**config.mk**
```make
export PLATFORM = sky130hd
export DESIGN_NAME = fp_add_sequencer
export DESIGN_NICKNAME = d
export VERILOG_FILES = /design/src/rtl/fp_add_sequencer.sv
export SDC_FILE = /design/constraint.sdc
export NUM_CORES = 1
export LEC_CHECK = 0
export BUFFER_PORTS_ARGS = -buffer_cell sky130_fd_sc_hd__buf_2
export CAP_MARGIN = 40
export CORE_MARGIN = 2
export CORE_UTILIZATION = 44
export CTS_CLUSTER_SIZE = 10
export DETAILED_ROUTE_END_ITERATION = 10
export HOLD_SLACK_MARGIN = 0.05
export PLACE_DENSITY = 0.83
export SETUP_SLACK_MARGIN = 0.3
export SLEW_MARGIN = 30
export SYNTH_ARGS = -nofsm -noshare
export SYNTH_HDL_FRONTEND = slang
export SYNTH_SLANG_ARGS = --single-unit
```
**constraint.sdc**
```tcl
create_clock -name Clock -period 1.75 [get_ports Clock]
set_input_delay 0.0875 -clock Clock [delete_from_list [all_inputs] [get_ports Clock]]
set_output_delay 0.0875 -clock Clock [all_outputs]
set_load 0.02 [all_outputs]
```
**src/rtl/fp_add_sequencer.sv**
```systemverilog
// fp_add_sequencer: multi-cycle control sequencer for the floating-point adder datapath.
// Clock/Reset; InValid/InReady operand handshake; classifier, alignment, FFO, rounding
// and overflow status in; alignment/normalise/round strobes, ForceSpecial/ForceInf and
// OutValid/OutReady result handshake out. Every strobe is registered from next state.
module fp_add_sequencer #(
  parameter int EXPBITS = 8,
  parameter int MANTISSABITS = 23,
  parameter int MAXROUND = 2,
  localparam int SAW = $clog2(MANTISSABITS + 2),
  localparam int RAW = $clog2(MANTISSABITS + 3)
) (
  input  logic               Clock,
  input  logic               Reset,
  input  logic               InValid,
  output logic               InReady,
  input  logic               SpecialIn,
  input  logic               EffSubIn,
  input  logic               ExpSet,
  input  logic [EXPBITS-1:0] ExpDiff,
  input  logic               FFOValid,
  input  logic [SAW-1:0]     FFOIndex,
  input  logic [SAW-1:0]     MaxLeftShift,
  input  logic               RoundCarry,
  input  logic               ExpOverflow,
  output logic               EffSub,
  output logic               SelExpMux,
  output logic               SelSRMuxL,
  output logic               SelSRMuxG,
  output logic               ShiftRightEnable,
  output logic [RAW-1:0]     ShiftRightAmount,
  output logic               SREn,
  output logic               SLEn,
  output logic               NoShift,
  output logic [SAW-1:0]     ShiftAmount,
  output logic               SelMuxR,
  output logic               ForceSpecial,
  output logic               ForceInf,
  output logic               OutValid,
  input  logic               OutReady
);

  localparam int CW = $clog2(MAXROUND + 2);
  localparam logic [31:0] SRLIM = 32'(MANTISSABITS + 2);
  localparam logic [SAW-1:0] IDXONE = SAW'(MANTISSABITS);
  localparam logic [SAW-1:0] IDXCARRY = SAW'(MANTISSABITS + 1);

  typedef enum logic [3:0] {
    IDLE, SPECIAL, ALIGNEQ, ALIGNGT, ALIGNLT,
    SR, SL, NOSHIFT, ROUND, RESULT
  } state_t;

  state_t state, nxt;
  logic [CW-1:0] rcnt, cnt_n;
  logic ovf, ovf_n;
  logic [RAW-1:0] sr_amt;
  logic [SAW-1:0] sl_dist, sl_amt;
  logic ffo_sr, ffo_ns;

  assign InReady = (state == IDLE);

  // Distances are clamped: right shifts beyond the guard
  // bits are all-sticky; left shifts stop at the subnormal floor.
  always_comb begin
    sr_amt = (32'(ExpDiff) > SRLIM) ? RAW'(SRLIM) : RAW'(ExpDiff);
    sl_dist = IDXONE - FFOIndex;
    sl_amt = (sl_dist > MaxLeftShift) ? MaxLeftShift : sl_dist;
    ffo_sr = FFOValid && (FFOIndex >= IDXCARRY);
    ffo_ns = !FFOValid || (FFOIndex == IDXONE);
  end

  always_comb begin
    nxt = state;
    cnt_n = rcnt;
    ovf_n = ovf;
    unique case (state)
      IDLE: begin
        if (InValid) begin
          if (SpecialIn) nxt = SPECIAL;
          else if (ExpDiff == '0) nxt = ALIGNEQ;
          else if (ExpSet) nxt = ALIGNGT;
          else nxt = ALIGNLT;
        end
      end
      SPECIAL: nxt = RESULT;
      ALIGNEQ, ALIGNGT, ALIGNLT: begin
        if (ffo_sr) nxt = SR;
        else if (ffo_ns) nxt = NOSHIFT;
        else nxt = SL;
      end
      SR, SL, NOSHIFT: begin
        if (ExpOverflow) begin
          ovf_n = 1'b1;
          nxt = RESULT;
        end else if (RoundCarry) begin
          nxt = ROUND;
          cnt_n = CW'(1);
        end else begin
          nxt = RESULT;
        end
      end
      ROUND: begin
        if (ExpOverflow) begin
          ovf_n = 1'b1;
          nxt = RESULT;
        end else if (!RoundCarry) begin
          nxt = RESULT;
        end else if (rcnt < CW'(MAXROUND)) begin
          cnt_n = rcnt + CW'(1);
        end else begin
          nxt = RESULT;
        end
      end
      RESULT: begin
        if (OutReady) begin
          nxt = IDLE;
          cnt_n = '0;
          ovf_n = 1'b0;
        end
      end
      default: nxt = IDLE;
    endcase
  end

  always_ff @(posedge Clock) begin
    if (Reset) begin
      state <= IDLE;
      rcnt <= '0;
      ovf <= 1'b0;
      EffSub <= 1'b0;
      SelExpMux <= 1'b0;
      SelSRMuxL <= 1'b0;
      SelSRMuxG <= 1'b0;
      ShiftRightEnable <= 1'b0;
      ShiftRightAmount <= '0;
      SREn <= 1'b0;
      SLEn <= 1'b0;
      NoShift <= 1'b0;
      ShiftAmount <= '0;
      SelMuxR <= 1'b0;
      ForceSpecial <= 1'b0;
      ForceInf <= 1'b0;
      OutValid <= 1'b0;
    end else begin
      state <= nxt;
      rcnt <= cnt_n;
      ovf <= ovf_n;
      if (state == IDLE && InValid) EffSub <= EffSubIn;
      SelExpMux <= (nxt == ALIGNEQ) || (nxt == ALIGNGT);
      SelSRMuxG <= (nxt == ALIGNEQ) || (nxt == ALIGNGT);
      SelSRMuxL <= (nxt == ALIGNLT);
      ShiftRightEnable <= (nxt == ALIGNGT) || (nxt == ALIGNLT);
      ShiftRightAmount <= ((nxt == ALIGNGT) || (nxt == ALIGNLT)) ? sr_amt : '0;
      SREn <= (nxt == SR) || (nxt == ROUND);
      SLEn <= (nxt == SL);
      NoShift <= (nxt == NOSHIFT);
      // SL is only entered from alignment, where FFO is valid.
      ShiftAmount <= (nxt == SL) ? sl_amt : '0;
      SelMuxR <= (nxt == ROUND);
      ForceSpecial <= (nxt == SPECIAL);
      ForceInf <= (nxt == RESULT) && ovf_n;
      OutValid <= (nxt == RESULT);
    end
  end

endmodule
```
== After elaboration in Yosys (flattened, before gate mapping) ==
Index checks and enable logic that the tools add are counted.

* Bits in registers: 28
* Bits of input ports: 28
* Word-level logic and storage cells: 93

* Add/subtract/negate cells: 2
* Order comparisons: 4
* Equality and inequality tests: 25
* Muxes and demuxes: 25
* Bitwise operators: 2
* Reductions and logical operators: 18

{| class="wikitable"
|+ Operators by type and width
! kind !! number
|-
| $eq 4x3->1 const B || 8
|-
| $pmux 4 s6 || 1
|-
| $mux 4 || 5
|-
| $eq 4x2->1 const B || 4
|-
| $eq 4x4->1 const B || 4
|-
| $mux 2 || 7
|-
| $ne 2x2->1 const B || 6
|-
| $mux 5 || 2
|-
| $mux 3 || 3
|-
| $reduce_or 3->1 || 3
|-
| $eq 4x1->1 const B || 2
|-
| $gt 8x5->1 const B || 1
|-
| $logic_not 8->1 || 1
|-
| $reduce_and 7->1 || 1
|-
| $pmux 2 s3 || 1
|-
| $eq 5x5->1 const B || 1
|-
| $ge 5x5->1 const B || 1
|-
| $gt 5x5->1 || 1
|-
| $mux 1 || 5
|-
| $sub 5x5->5 const A || 1
|-
| $logic_not 4->1 || 1
|-
| $logic_or 1x1->1 || 4
|-
| $reduce_or 2->1 || 2
|-
| $reduce_or 4->1 || 1
|-
| 7 further kinds || 10
|}

== Depth between registers and ports, before layout ==
* Depth in word-level cells: 9
* Depth in mapped cells: 8
* Depth with buffers taken out: 7

== Worst setup path after synthesis ==
OpenSTA, ideal clock, no wires.

* Path kind: register to register
* From: register state[1]
* To: register ShiftAmount[1]
* Library setup time: 0.103 ns
* Arrival time: 1.722 ns
* Path slack: -0.075 ns
* Cell stages (with the launch flop): 6
* Buffers on the path: 0
* Period minus slack after synthesis: 1.825 ns
* Path through: dfxtp_1 > nor4_4 > nand3b_1 > o2bb2ai_2 > nand3_2 > a2111oi_2

{| class="wikitable"
|+ RTL lines
! element !! RTL line !! source
|-
| start: declaration || 52 || <nowiki>state_t state, nxt;</nowiki>
|-
| start signal: assignment || 144 || <nowiki>state <= nxt;</nowiki>
|-
| $logic_not 4->1 || -- ||
|-
| net InReady || 15 || <nowiki>output logic InReady,</nowiki>
|-
| $pmux 4 s6 || 75 || <nowiki>unique case (state)</nowiki>
|-
| $eq 4x3->1 || 157 || <nowiki>ShiftAmount <= (nxt == SL) ? sl_amt : '0;</nowiki>
|-
| $not 1->1 (no line) || -- ||
|-
| $reduce_or 2->1 (no line) || -- ||
|-
| end signal: assignment || 157 ||
|-
| end: declaration || 34 || <nowiki>output logic [SAW-1:0] ShiftAmount,</nowiki>
|}

The timed path passes the listed nets, and every way through them passes these cells.
A chain may end at the register's enable or synchronous reset.

== Final worst setup path ==
* From: register state[2]
* To: register SREn

* Longest elaborated chain between the ends: 6

{| class="wikitable"
|+ Ends and longest elaborated chain
! element !! RTL line !! source
|-
| $mux 4 || 107 || <nowiki>end else if (rcnt < CW'(MAXROUND)) begin</nowiki>
|-
| $mux 4 || 105 || <nowiki>end else if (!RoundCarry) begin</nowiki>
|-
| $mux 4 || 102 || <nowiki>if (ExpOverflow) begin</nowiki>
|-
| $pmux 4 s6 (*) || 75 ||
|-
| $eq 4x3->1 / $eq 4x4->1 (equally long branches) || 153 || <nowiki>SREn <= (nxt == SR) || (nxt == ROUND);</nowiki>
|-
| $logic_or 1x1->1 (*) || 153 ||
|-
| end signal: assignment || 153 ||
|-
| end: declaration || 31 || <nowiki>output logic SREn,</nowiki>
|}

Mark *: on every way between the ends. The rest lies on a longest branch, timed or not.

==> out/results.ini <==
[run_status]
run_status = finished with violations
failing_checks = negative setup slack

[logic_synthesis]
synthesis.area_mm2 = 0.00139
synth_ff_type = sky130_fd_sc_hd__dfxtp_1
synth_enable_flop_cells = 0
post_synth_inst_count = 139
synthTopCellsByArea = sky130_fd_sc_hd__dfxtp_1 40%, sky130_fd_sc_hd__ha_1 6.3%, sky130_fd_sc_hd__a21oi_1 2.9%
ys_async_sr_fraction_pct = 0
postSynthNetCount = 174
netlist.top_cell.by_area = sky130_fd_sc_hd__dfxtp_1
synth_seq_area_share_pct = 40.4
synth_cell_type_count = 46
synth_top_cell_area_share_pct = 40.4
ys_ff_latch = 28
synth_top_cells_by_count = 28 x sky130_fd_sc_hd__dfxtp_1, 10 x sky130_fd_sc_hd__nor2_1
synthesis.yosys.warnings = 0
yosysMostFrequentCell = sky130_fd_sc_hd__dfxtp_1
syn-mean-instance-area_um2 = 9.97

[final_layout]
flow.area_growth_from_synthesis_pct = 54.9
nets = 256
fill_cell_total_of_the_finished_layout = 215
final_cells = 264
n_antenna_cell = 0
multi_input_comb_area_um2 = 887
finish.utilization_pct = 70.9
share_of_final_layout_standard_cells_stronger_than_drive_strength_1_pct = 50.5
final-seq-area_um2 = 568

[sta]
timing.final.hold_violations = 0
max_slew.worst_pin.slew_ns = 0.542
finalMaxSlewViolations = 0
max_clock_freq_mhz = 556
timing.final.crit_share_pct = 103
clock-skew-final_ns = 0.00371
fin_ws_ns = -0.0480
grt_setup_unrepaired = true
final-setup-viol-count = 4
layout_min_cycle_time_ns = 1.80
slew_headroom_pct = 63.9

[clocking]
htree_levels = 1
cts_tree = yes
numClockSinks = 28
clockRootBuffer = sky130_fd_sc_hd__clkbuf_4
clk-insertion-delay-late_ns = 0.34
tritoncts.num_buffers = 3
cts-root-to-sink-buffers = 2
worst_setup_hold_path_clk_slew_ns = 0.15

[routing]
wl_per_cell_um = 15.0
route.final.wire_length_um = 3960
drt-initial-drc-count = 15
remaining_drc_errors = 0
antenna_violating_nets_post_route = 0
drt-pass1-iter-count = 5
detail_route.vias_per_cell = 5.17
num_vias = 1366

[global_route]
antenna_violations_before_repair = 0
gr-total-overflow = 0
pin_count_of_the_biggest_net_entering_global_routing = 17
grt_pass1_wl_um = 5710
first_global_vias = 1316
global_route.usage.total_pct = 21.5

[worst_setup_path]
critPathMaxFanout = 5
required_ns = 1.99
worstSetupEndpointType = flip-flop
setup.worst_path.start_class = flip-flop
setup.worst_path.class = flip-flop to flip-flop
crit_arrival_ns = 2.04

[floorplan]
die_area_mm2 = 0.00362
initial_utilization_pct = 45.8
core_area_mm2 = 0.00303
fp.dieW_um = 60.1
die_h_um = 60.1
io_pins = 51
fp-row-count = 20

[placement]
placer_congestion_estimate = 0.834
placement.setup.worst_slack_ns = -0.0803
dp_cells = 244
place.port_buffers = 50
detailedPlacementHpwl_um = 2560

[power_and_ir_drop]
leakagePower_uw = 0.00102
powerDensity_mw_per_mm2 = 1470
power.total_uw = 3170
vdd_ir_drop_max_mv = 0.757

[flow_run]
timing.max_cap.violations = 0

[min_path]
hold_path.class = primary input to flip-flop

==> sequential cells by signal, summed over array words and instances (netlist names) <==
register / flops
ForceSpecial: 1
ForceInf: 1
EffSub: 1
ShiftAmount: 5
ovf: 1
rcnt: 2
NoShift: 1
SelMuxR: 1
ShiftRightAmount: 5
OutValid: 1
SLEn: 1
ShiftRightEnable: 1
SelSRMuxL: 1
SREn: 1
SelSRMuxG: 1
state: 4
==> cell type report <==
class,count,area share (%)
Multi-Input combinational cell,99,41.3
Sequential cell,28,26.5
Timing Repair Buffer,81,25.8
Tap cell,44,2.56
Clock inverter,1,1.40
Inverter,8,1.40
Clock buffer,3,1.05
==> logic make-up (layout without fill, tap and decap cells) <==
group	Yosys count	count (layout)	share of synthesized area [%]
AO/OA/AOI/OAI	31	31	20.2
adder cells (fa/ha/maj)	7	7	6.32
multiplexers	5	5	3.97
AND/OR/NAND/NOR	56	56	24.5
buffers and inverters	12	93	4.60
flip-flops	28	28	40.4
==> layer usage <==
layer	up-vias	wire, um	share of wire, %	GRT usage [%]
met1	653	1650	42	23.4
met5	-	0	0	0
met3	8	101	2.5	3.03
met2	35	2110	53	38.4
met4	0	106	2.7	13.7
li1	670	-	-	-
==> where the power goes <==
group | total, uW | switching [uW] | internal, uW
combinational | 1900 | 943 | 957
sequential | 836 | 66.3 | 769
clock | 431 | 199 | 232
total | 3170 | 1210 | 1960
==> repair_timing <==
action / in CTS / in global routing
pin swaps: 8 / 7
hold buffers: 7 / 0
setup endpoints to repair: 25 / 26
endpoints found under the hold margin: 6 / 0
buffers inserted: 6 / 2
gates resized for setup: 15 / 16
gates cloned: 0 / 1
==> worst max-delay path, cell delays in order (launching register included) <==
cell and delay (ns):
sky130_fd_sc_hd__dfxtp_2 0.37, sky130_fd_sc_hd__or4b_4 0.53, sky130_fd_sc_hd__a21boi_4 0.17, sky130_fd_sc_hd__a2bb2oi_2 0.15, sky130_fd_sc_hd__o211ai_4 0.15, sky130_fd_sc_hd__mux2_4 0.33
==> layout by cell type (no fill, tap or decap), types with 2 or more instances in the layout <==
master,Yosys,final
sky130_fd_sc_hd__nand3b_1,2,2
sky130_fd_sc_hd__nor3_1,8,3
sky130_fd_sc_hd__dfxtp_2,0,3
sky130_fd_sc_hd__buf_2,0,49
sky130_fd_sc_hd__nor2_1,10,9
sky130_fd_sc_hd__dfxtp_1,28,24
sky130_fd_sc_hd__nor2b_1,3,2
sky130_fd_sc_hd__mux2i_1,4,4
sky130_fd_sc_hd__a21o_1,2,2
sky130_fd_sc_hd__a2111oi_4,0,2
sky130_fd_sc_hd__inv_1,8,8
sky130_fd_sc_hd__nand2b_1,2,2
sky130_fd_sc_hd__dlygate4sd3_1,0,7
sky130_fd_sc_hd__nor3_2,0,5
sky130_fd_sc_hd__nand4_1,2,2
sky130_fd_sc_hd__nand3_1,2,2
sky130_fd_sc_hd__nand2_1,8,8
sky130_fd_sc_hd__nor4_1,3,2
sky130_fd_sc_hd__clkbuf_4,0,3
sky130_fd_sc_hd__o211a_1,2,2
sky130_fd_sc_hd__a21oi_1,8,5
sky130_fd_sc_hd__o211ai_1,3,3
sky130_fd_sc_hd__and2_1,4,4
sky130_fd_sc_hd__a21oi_2,0,3
sky130_fd_sc_hd__o2111a_1,2,2
sky130_fd_sc_hd__buf_4,2,16
sky130_fd_sc_hd__buf_6,0,7
sky130_fd_sc_hd__ha_1,7,7
sky130_fd_sc_hd__a2bb2oi_2,1,2
==> stage by stage <==
step	hold slack [ns]	TNS, ns	area (um^2)
after floorplan	0.178	-0.0338	1420
after global placement	0.347	0	1800
after detailed placement	0.358	-0.202	1800
after CTS	0.0693	0	2030
after global routing	0.0745	-0.822	2150
final	0.0629	-0.0638	2150
==> final timing paths <==
| kind | from | end | slack [ns] | cells after the start |
|---|---|---|---|---|
| min | MaxLeftShift[2] | ShiftAmount[2] | 0.06 | 3 |
| max | state[2] | SREn | -0.05 | 5 |
| min reg2reg | EffSub | EffSub | 0.48 | 2 |
| max reg2reg | state[2] | SREn | -0.05 | 5 |
Power figures use the tool's default switching activity.
